===== src/rtl/grant_xfer_mux_pkg.sv =====
// Shared types and defaults for the grant transfer stage.
package grant_xfer_pkg;

  typedef enum logic [1:0] {
    IDLE = 2'd0,
    SEND = 2'd1,
    ACK  = 2'd2
  } state_e;

  localparam int NREQ_DEF = 4;
  localparam int DW_DEF   = 8;
  localparam int STAT_W   = 16;

endpackage


===== src/rtl/grant_xfer_mux_if.sv =====
// Grant/data/ack and sink handshake bundle; master is the transfer stage side.
interface grant_xfer_mux_if
  import grant_xfer_pkg::*;
#(
  parameter int NREQ = NREQ_DEF,
  parameter int DW   = DW_DEF
);

  localparam int IW = $clog2(NREQ);

  logic [NREQ-1:0]    gnt;
  logic [NREQ*DW-1:0] req_data;
  logic [NREQ-1:0]    req_ack;
  logic               m_valid;
  logic [DW-1:0]      m_data;
  logic [IW-1:0]      m_src;
  logic               m_ready;
  logic               busy;
  logic               gnt_err;

  modport master (
    input  gnt, req_data, m_ready,
    output req_ack, m_valid, m_data, m_src, busy, gnt_err
  );

  modport slave (
    output gnt, req_data, m_ready,
    input  req_ack, m_valid, m_data, m_src, busy, gnt_err
  );

endinterface


===== src/rtl/grant_xfer_mux_onehot_to_index.sv =====
// Decodes a grant vector into a binary index plus "any" and "more than one" flags.
module onehot_to_index
  import grant_xfer_pkg::*;
#(
  parameter int NREQ = NREQ_DEF,
  parameter int IW   = $clog2(NREQ)
) (
  input  logic [NREQ-1:0] gnt,
  output logic [IW-1:0]   idx,
  output logic            any,
  output logic            multi
);

  always_comb begin
    idx   = '0;
    any   = 1'b0;
    multi = 1'b0;
    for (int i = 0; i < NREQ; i++) begin
      if (gnt[i]) begin
        if (any) multi = 1'b1;
        any = 1'b1;
        idx = IW'(i);
      end
    end
  end

endmodule


===== src/rtl/grant_xfer_mux.sv =====
// Captures the granted requester's word, hands it to the sink, then acks the requester.
// Optional per-port ack and bad-grant counters are enabled by defining GRANT_XFER_STATS_EN.
module grant_xfer_mux
  import grant_xfer_pkg::*;
#(
  parameter int NREQ = NREQ_DEF,
  parameter int DW   = DW_DEF
) (
  input logic clk,
  input logic rst,
  grant_xfer_mux_if.master bus
`ifdef GRANT_XFER_STATS_EN
  ,
  input  logic [$clog2(NREQ)-1:0] stat_sel,
  output logic [STAT_W-1:0]       stat_cnt,
  output logic [STAT_W-1:0]       err_cnt
`endif
);

  localparam int IW = $clog2(NREQ);

  state_e          state_q, state_d;
  logic            m_valid_q, m_valid_d;
  logic [DW-1:0]   m_data_q, m_data_d;
  logic [IW-1:0]   m_src_q, m_src_d;
  logic [NREQ-1:0] req_ack_q, req_ack_d;
  logic            busy_q, busy_d;
  logic            gnt_err_q, gnt_err_d;

  logic [IW-1:0]   oh_idx;
  logic            oh_any;
  logic            oh_multi;

  onehot_to_index #(.NREQ(NREQ), .IW(IW)) u_onehot (
    .gnt   (bus.gnt),
    .idx   (oh_idx),
    .any   (oh_any),
    .multi (oh_multi)
  );

  // Outputs are derived from the next state so every one of them leaves a flop.
  always_comb begin
    state_d   = state_q;
    m_data_d  = m_data_q;
    m_src_d   = m_src_q;
    req_ack_d = '0;
    gnt_err_d = 1'b0;
    case (state_q)
      IDLE: begin
        if (oh_multi) begin
          gnt_err_d = 1'b1;
        end else if (oh_any) begin
          state_d  = SEND;
          m_data_d = bus.req_data[oh_idx*DW +: DW];
          m_src_d  = oh_idx;
        end
      end
      SEND: begin
        if (bus.m_ready) begin
          state_d            = ACK;
          req_ack_d[m_src_q] = 1'b1;
        end
      end
      ACK:     state_d = IDLE;
      default: state_d = IDLE;
    endcase
    m_valid_d = (state_d == SEND);
    busy_d    = (state_d != IDLE);
  end

  always_ff @(posedge clk) begin
    if (rst) begin
      state_q   <= IDLE;
      m_valid_q <= 1'b0;
      m_data_q  <= '0;
      m_src_q   <= '0;
      req_ack_q <= '0;
      busy_q    <= 1'b0;
      gnt_err_q <= 1'b0;
    end else begin
      state_q   <= state_d;
      m_valid_q <= m_valid_d;
      m_data_q  <= m_data_d;
      m_src_q   <= m_src_d;
      req_ack_q <= req_ack_d;
      busy_q    <= busy_d;
      gnt_err_q <= gnt_err_d;
    end
  end

  assign bus.m_valid = m_valid_q;
  assign bus.m_data  = m_data_q;
  assign bus.m_src   = m_src_q;
  assign bus.req_ack = req_ack_q;
  assign bus.busy    = busy_q;
  assign bus.gnt_err = gnt_err_q;

`ifdef GRANT_XFER_STATS_EN
  logic [STAT_W-1:0] ack_cnt_q [NREQ];
  logic [STAT_W-1:0] ack_cnt_d [NREQ];
  logic [STAT_W-1:0] err_cnt_q, err_cnt_d;
  logic [STAT_W-1:0] stat_cnt_q, stat_cnt_d;

  // Counters count the registered ack/error pulses and saturate at all-ones.
  always_comb begin
    for (int i = 0; i < NREQ; i++) begin
      ack_cnt_d[i] = ack_cnt_q[i];
      if (req_ack_q[i] && ack_cnt_q[i] != '1) ack_cnt_d[i] = ack_cnt_q[i] + STAT_W'(1);
    end
    err_cnt_d = err_cnt_q;
    if (gnt_err_q && err_cnt_q != '1) err_cnt_d = err_cnt_q + STAT_W'(1);
    stat_cnt_d = ack_cnt_q[stat_sel];
  end

  always_ff @(posedge clk) begin
    if (rst) begin
      for (int i = 0; i < NREQ; i++) ack_cnt_q[i] <= '0;
      err_cnt_q  <= '0;
      stat_cnt_q <= '0;
    end else begin
      for (int i = 0; i < NREQ; i++) ack_cnt_q[i] <= ack_cnt_d[i];
      err_cnt_q  <= err_cnt_d;
      stat_cnt_q <= stat_cnt_d;
    end
  end

  assign stat_cnt = stat_cnt_q;
  assign err_cnt  = err_cnt_q;
`endif

endmodule


===== src/flat_wrapper.sv =====
// flat-port wrapper written by rule: the top's interface ports become plain ports
module grant_xfer_mux_flat import grant_xfer_pkg::*;
#(
  parameter int NREQ = NREQ_DEF,
  parameter int DW   = DW_DEF
)
  (clk, rst, bus_gnt, bus_req_data, bus_m_ready, bus_req_ack, bus_m_valid, bus_m_data, bus_m_src, bus_busy, bus_gnt_err);
  grant_xfer_mux_if #(.NREQ(NREQ), .DW(DW)) bus_i ();
  input logic clk;
  input logic rst;
  input wire logic [$bits(bus_i.gnt)-1:0] bus_gnt;
  input wire logic [$bits(bus_i.req_data)-1:0] bus_req_data;
  input wire logic [$bits(bus_i.m_ready)-1:0] bus_m_ready;
  output wire logic [$bits(bus_i.req_ack)-1:0] bus_req_ack;
  output wire logic [$bits(bus_i.m_valid)-1:0] bus_m_valid;
  output wire logic [$bits(bus_i.m_data)-1:0] bus_m_data;
  output wire logic [$bits(bus_i.m_src)-1:0] bus_m_src;
  output wire logic [$bits(bus_i.busy)-1:0] bus_busy;
  output wire logic [$bits(bus_i.gnt_err)-1:0] bus_gnt_err;
  assign bus_i.gnt = bus_gnt;
  assign bus_i.req_data = bus_req_data;
  assign bus_i.m_ready = bus_m_ready;
  assign bus_req_ack = bus_i.req_ack;
  assign bus_m_valid = bus_i.m_valid;
  assign bus_m_data = bus_i.m_data;
  assign bus_m_src = bus_i.m_src;
  assign bus_busy = bus_i.busy;
  assign bus_gnt_err = bus_i.gnt_err;
  grant_xfer_mux #(.NREQ(NREQ), .DW(DW)) u_core (.clk(clk), .rst(rst), .bus(bus_i));
endmodule

===== config.mk =====
export PLATFORM = sky130hd
export DESIGN_NAME = grant_xfer_mux_flat
export DESIGN_NICKNAME = d
export VERILOG_FILES = /design/src/rtl/grant_xfer_mux_pkg.sv /design/src/rtl/grant_xfer_mux_if.sv /design/src/rtl/grant_xfer_mux_onehot_to_index.sv /design/src/rtl/grant_xfer_mux.sv /design/src/flat_wrapper.sv
export SDC_FILE = /design/constraint.sdc
export NUM_CORES = 1
export LEC_CHECK = 0
export BUFFER_PORTS_ARGS = -buffer_cell sky130_fd_sc_hd__buf_2
export CORE_ASPECT_RATIO = 2
export CORE_MARGIN = 2
export CORE_UTILIZATION = 37
export CTS_CLUSTER_SIZE = 10
export DETAILED_ROUTE_END_ITERATION = 6
export PLACE_DENSITY = 0.67
export REMOVE_ABC_BUFFERS = 1
export SLEW_MARGIN = 25
export SYNTH_ARGS = -nofsm -noshare
export SYNTH_HDL_FRONTEND = slang
export SYNTH_SLANG_ARGS = --single-unit

===== constraint.sdc =====
create_clock -name clk -period 1.5 [get_ports clk]
set_input_delay 0.075 -clock clk [delete_from_list [all_inputs] [get_ports clk]]
set_output_delay 0.075 -clock clk [all_outputs]
set_load 0.01 [all_outputs]

Word level (Yosys, flattened, before mapping). Index checks and enable logic that the tools add are counted. W data, S select, Z words.

$lt $le $gt $ge: 2. Multiplexer cells: 20. $add $sub $neg: 0. Div/mod/pow operators: 0. Shifts and indexed selects: 1. $mul: 0. Equality and inequality tests: 2. Bitwise operators: 4. Reduce and logical (&&, ||, !) cells: 6.

Operators with widths (count): $shiftx A32 B6 Y8 (1); $mux W1 (13); $mux W2 (5); $eq A2 B1 Y1 const B (2); $not A1 Y1 (4); $pmux W2 S2 (1); $lt A2 B3 Y1 const B (1); $reduce_and A3 Y1 (1); $reduce_or A3 Y1 (1); $demux W1 S2 (1); $ge A2 B1 Y1 const B (1); $logic_not A2 Y1 (1); $reduce_bool A2 Y1 (1); $reduce_or A2 Y1 (1); $logic_and A1 B1 Y1 (1).

Input bits: 39. Register bits after elaboration: 19. Memories: 0. Logic and storage cells: 42. Output and inout bits: 17. RAM bits: 0. Bits in read-only memories: 0. Latch bits: 0.

Logic depth before layout (Yosys ltp).
Depth in word-level cells: 10. Depth in mapped cells: 7. Gate-level depth less buffers: 5.

Hierarchy. From an unflattened synthesis, not the netlist that was laid out.

Cells, all modules: 82. Area, all modules: 878.3 um^2.

By module, submodules not included: grant_xfer_mux (cells each 75, area an instance 833.3 um^2, instances 1, sequential area each 380.4 um^2); onehot_to_index (cells each 7, area an instance 45.0 um^2, instances 1, sequential area each 0.0 um^2).

Worst setup path before layout. OpenSTA, ideal clock, no wires.

Path kind: in2reg. Start: input bus_gnt[3]. End: register u_core.m_data_q[2], in the netlist u_core.bus.m_data[2]. Library setup time: 0.072 ns. Setup slack: 0.193 ns. Data required time: 1.428 ns. Data arrival time: 1.235 ns. Stages on the path: 7. Buffers on the path: 3. Cell sequence: buf_6 -> nand2b_4 -> buf_6 -> a211o_2 -> a21oi_4 -> buf_8 -> mux2i_1.

Longest elaborated chain between the ends: 3. Elaborated cells on any way between the ends: 6. Those cells by class: shift: 1; mux: 3; bitwise: 1; reduce/logical: 1.

RTL lines: from (decl) (line flat_wrapper.sv:11) `input wire logic [$bits(bus_i.gnt)-1:0] bus_gnt;`; parallel branches: the longest is 3 deep, another holds $shiftx A32 B6 Y8; to (signal assigned) (line grant_xfer_mux.sv:83) `m_data_q <= m_data_d;`; to (decl) (line grant_xfer_mux.sv:24) `logic [DW-1:0] m_data_q, m_data_d;`.

Parallel ways; which one is timed is not known. A chain may end at the register's enable or synchronous reset.

Final worst setup path.
Start: register u_core.state_q[0]. End: register u_core.m_src_q[0], in the netlist u_core.bus.m_src[0].

Longest elaborated chain between the ends: 2.

RTL lines: from (decl) (line grant_xfer_mux.sv:22) `state_e state_q, state_d;`; from (signal assigned) (line grant_xfer_mux.sv:81) `state_q <= state_d;`; $logic_not A2 Y1 (line grant_xfer_mux.sv:48) `case (state_q)`; $reduce_and A3 Y1 (no source line); to (signal assigned) (line grant_xfer_mux.sv:84) `m_src_q <= m_src_d;`; to (decl) (line grant_xfer_mux.sv:25) `logic [IW-1:0] m_src_q, m_src_d;`.

No other way between the ends.

==> metrics.cfg <==
[status]
outcome=finished clean

[logic_synthesis]
synth-edff-count=0
synthCells=103
synth_cell_type_count=33
synth_flop_cell=dfxtp_1
ys_ff_latch=19
ys_seq_area_frac=0.380
async_reset_ff_frac=0
yosys_warnings=0
avgSynthCellArea_sq_um=9.72
synthesis.area_sq_um=1000

[die]
core_sq_um=2570
die_y_um=77.6
dieWidth_um=40.8
ios=56
die_area_sq_um=3160
row_count=26
start_util=0.389

[place]
hpwl_um=2000
numPortBuffers=55
dpl_cell_area_sq_um=1280
finalWeightedCongestion=0.732

[routing]
drtIter0Drc=21
vias=984
wl_um=2590
avgViaCountPerCell=5.32
firstDrtPassIters=4
drcViolationCount=0
final_antenna_net_count=0
detail_route.wl_per_cell_um=14.0

[cts]
cts_buffers=3
clockBufferDepth=2
worstSkewPairLatency_ns=0.26
h-tree-depth=1
clock_sinks=19
cts_root_buf=clkbuf_8
post-cts-setup-buffers=0
hold_buffers=0
cts_tree=yes
path_clk_slew_ns=0.07
cts_resized=0

[cells_and_area]
multi_input_area_sq_um=547
final_util=0.517
regArea_sq_um=380
finish.instance_area_sq_um=1330
layout.nets=197
final_cell_mix=buf_2, dfxtp_1, mux2i_1
nFillCells=251
antenna_cells=0
syn2layout_area_growth_pct=32.7
layout_commonest_cell=buf_2
drive_gt1_frac=0.420

[global_routing]
grt_max_degree=22
gr-total-overflow=0
grt_pass1_vias=1065
antenna_found_initial=0
track_usage=0.189
grt_pass1_wl_um=4300

[sta]
skew_ns=0.00211
slew_viol_final=0
finalHoldViolations=0
fin_crit_sh=0.966
max_slew_margin=0.777
min_period_ns=1.45
setup_viol=0
fin_tns_setup_ns=0
worst_pin_slew_ns=0.331
rsz0062_at_grt=no
fmax_ghz=0.690

[critical_path]
crit_family=simple AND/OR/NAND/NOR gates
r2r_slack_ns=0.05
worstPathMaxFanout=5
setup.worst_path.class=flip-flop to flip-flop
critPathCaptureType=flip-flop
path_cells=or2_2, or4_1, a21oi_1
required_ns=1.68
crit_slowest_cell=or4_1
critPathMaxStageDelay_ns=0.48
crit_arrival_ns=1.63
timing.critical_path.buf_inv=0
crit_path_start_kind=flip-flop

[job]
drv_cap=0

[hold_path]
hp-class=primary input to flip-flop

[pwr]
leakagePower_nw=0.643
clockPowerShare=0.307
cellPowerDensity_nw_per_um2=880
peakVddDrop_uv=397
swShare=0.268
finalPower_w=0.00117
p_int_w=0.000856
combPwrFrac=0.221
p_switching_w=0.000314
seq_power_share=0.473

[power by group through the flow]
stage	registers [W]	clock network, W	logic [W]
3_5_place_dp	0.000563	0	0.000261
2_1_floorplan	0.000575	0	0.000112
5_1_grt	0.000556	0.000380	0.000285
4_1_cts	0.000553	0.000361	0.000262
3_3_place_gp	0.000562	0	0.000254
6_report	0.000553	0.000358	0.000258
[tightest hold or removal path, stage by stage]
cell and delay, ns:
buf_2 0.11, nand3_1 0.12, nor3_1 0.06
[flip-flops by register name (all words and copies together) (netlist names)]
name and cells:
u_core.bus.m_valid 1, u_core.bus.m_src 2, u_core.bus.m_data 8, u_core.bus.gnt_err 1, u_core.state_q 2, u_core.bus.req_ack 4
u_core.bus.busy 1
[final cells by class]
class	count	area share
Sequential cell	19	0.286
Tap cell	28	0.0264
Timing Repair Buffer	58	0.234
Clock buffer	4	0.0339
Multi-Input combinational cell	73	0.411
Inverter	3	0.00847
[synthesized netlist by cell type (2+ instances only)]
library cell | instances | area, sq um
dfxtp_1 | 19 | 380
o221ai_1 | 7 | 61.3
inv_1 | 3 | 11.3
o21a_1 | 3 | 22.5
nor2_1 | 4 | 15.0
clkbuf_1 | 2 | 7.51
nor3_1 | 2 | 10.0
buf_2 | 2 | 10.0
mux2i_1 | 16 | 160
buf_6 | 2 | 22.5
xnor2_1 | 2 | 17.5
a21oi_1 | 9 | 45.0
nand2b_1 | 10 | 62.6
nand2_1 | 3 | 11.3
[layer usage]
layer	wire, um	track usage
met2	1460	0.336
met1	934	0.189
met5	0	0
met4	53	0.0867
met3	143	0.0314
[path summary, 6_finish.rpt]
path / endpoint / from / depth (start not counted)
max: u_core.bus.m_src[0] / u_core.state_q[0] / 3
min: u_core.bus.req_ack[0] / bus_m_ready / 3
max reg2reg: u_core.bus.m_src[0] / u_core.state_q[0] / 3
min reg2reg: u_core.bus.m_data[2] / u_core.bus.m_data[2] / 2
[per-stage QoR]
step	instances	hold slack, ns	worst slack [ns]
2_1_floorplan	95	0.144	0.196
3_5_place_dp	181	0.429	0.0667
3_3_place_gp	181	0.416	0.159
5_1_grt	185	0.173	0.0388
6_report	185	0.155	0.0512
4_1_cts	185	0.157	0.0469
[cell families (layout without fill, tap and decap cells)]
kind of cell	Yosys count	after routing	synth area share
multiplexers	16	16	0.160
flip-flops	19	19	0.380
AO/OA/AOI/OAI	26	26	0.196
XOR/XNOR	3	3	0.0263
AND/OR/NAND/NOR	28	28	0.164
buffers and inverters	11	65	0.0737
Power figures use the tool's default switching activity.
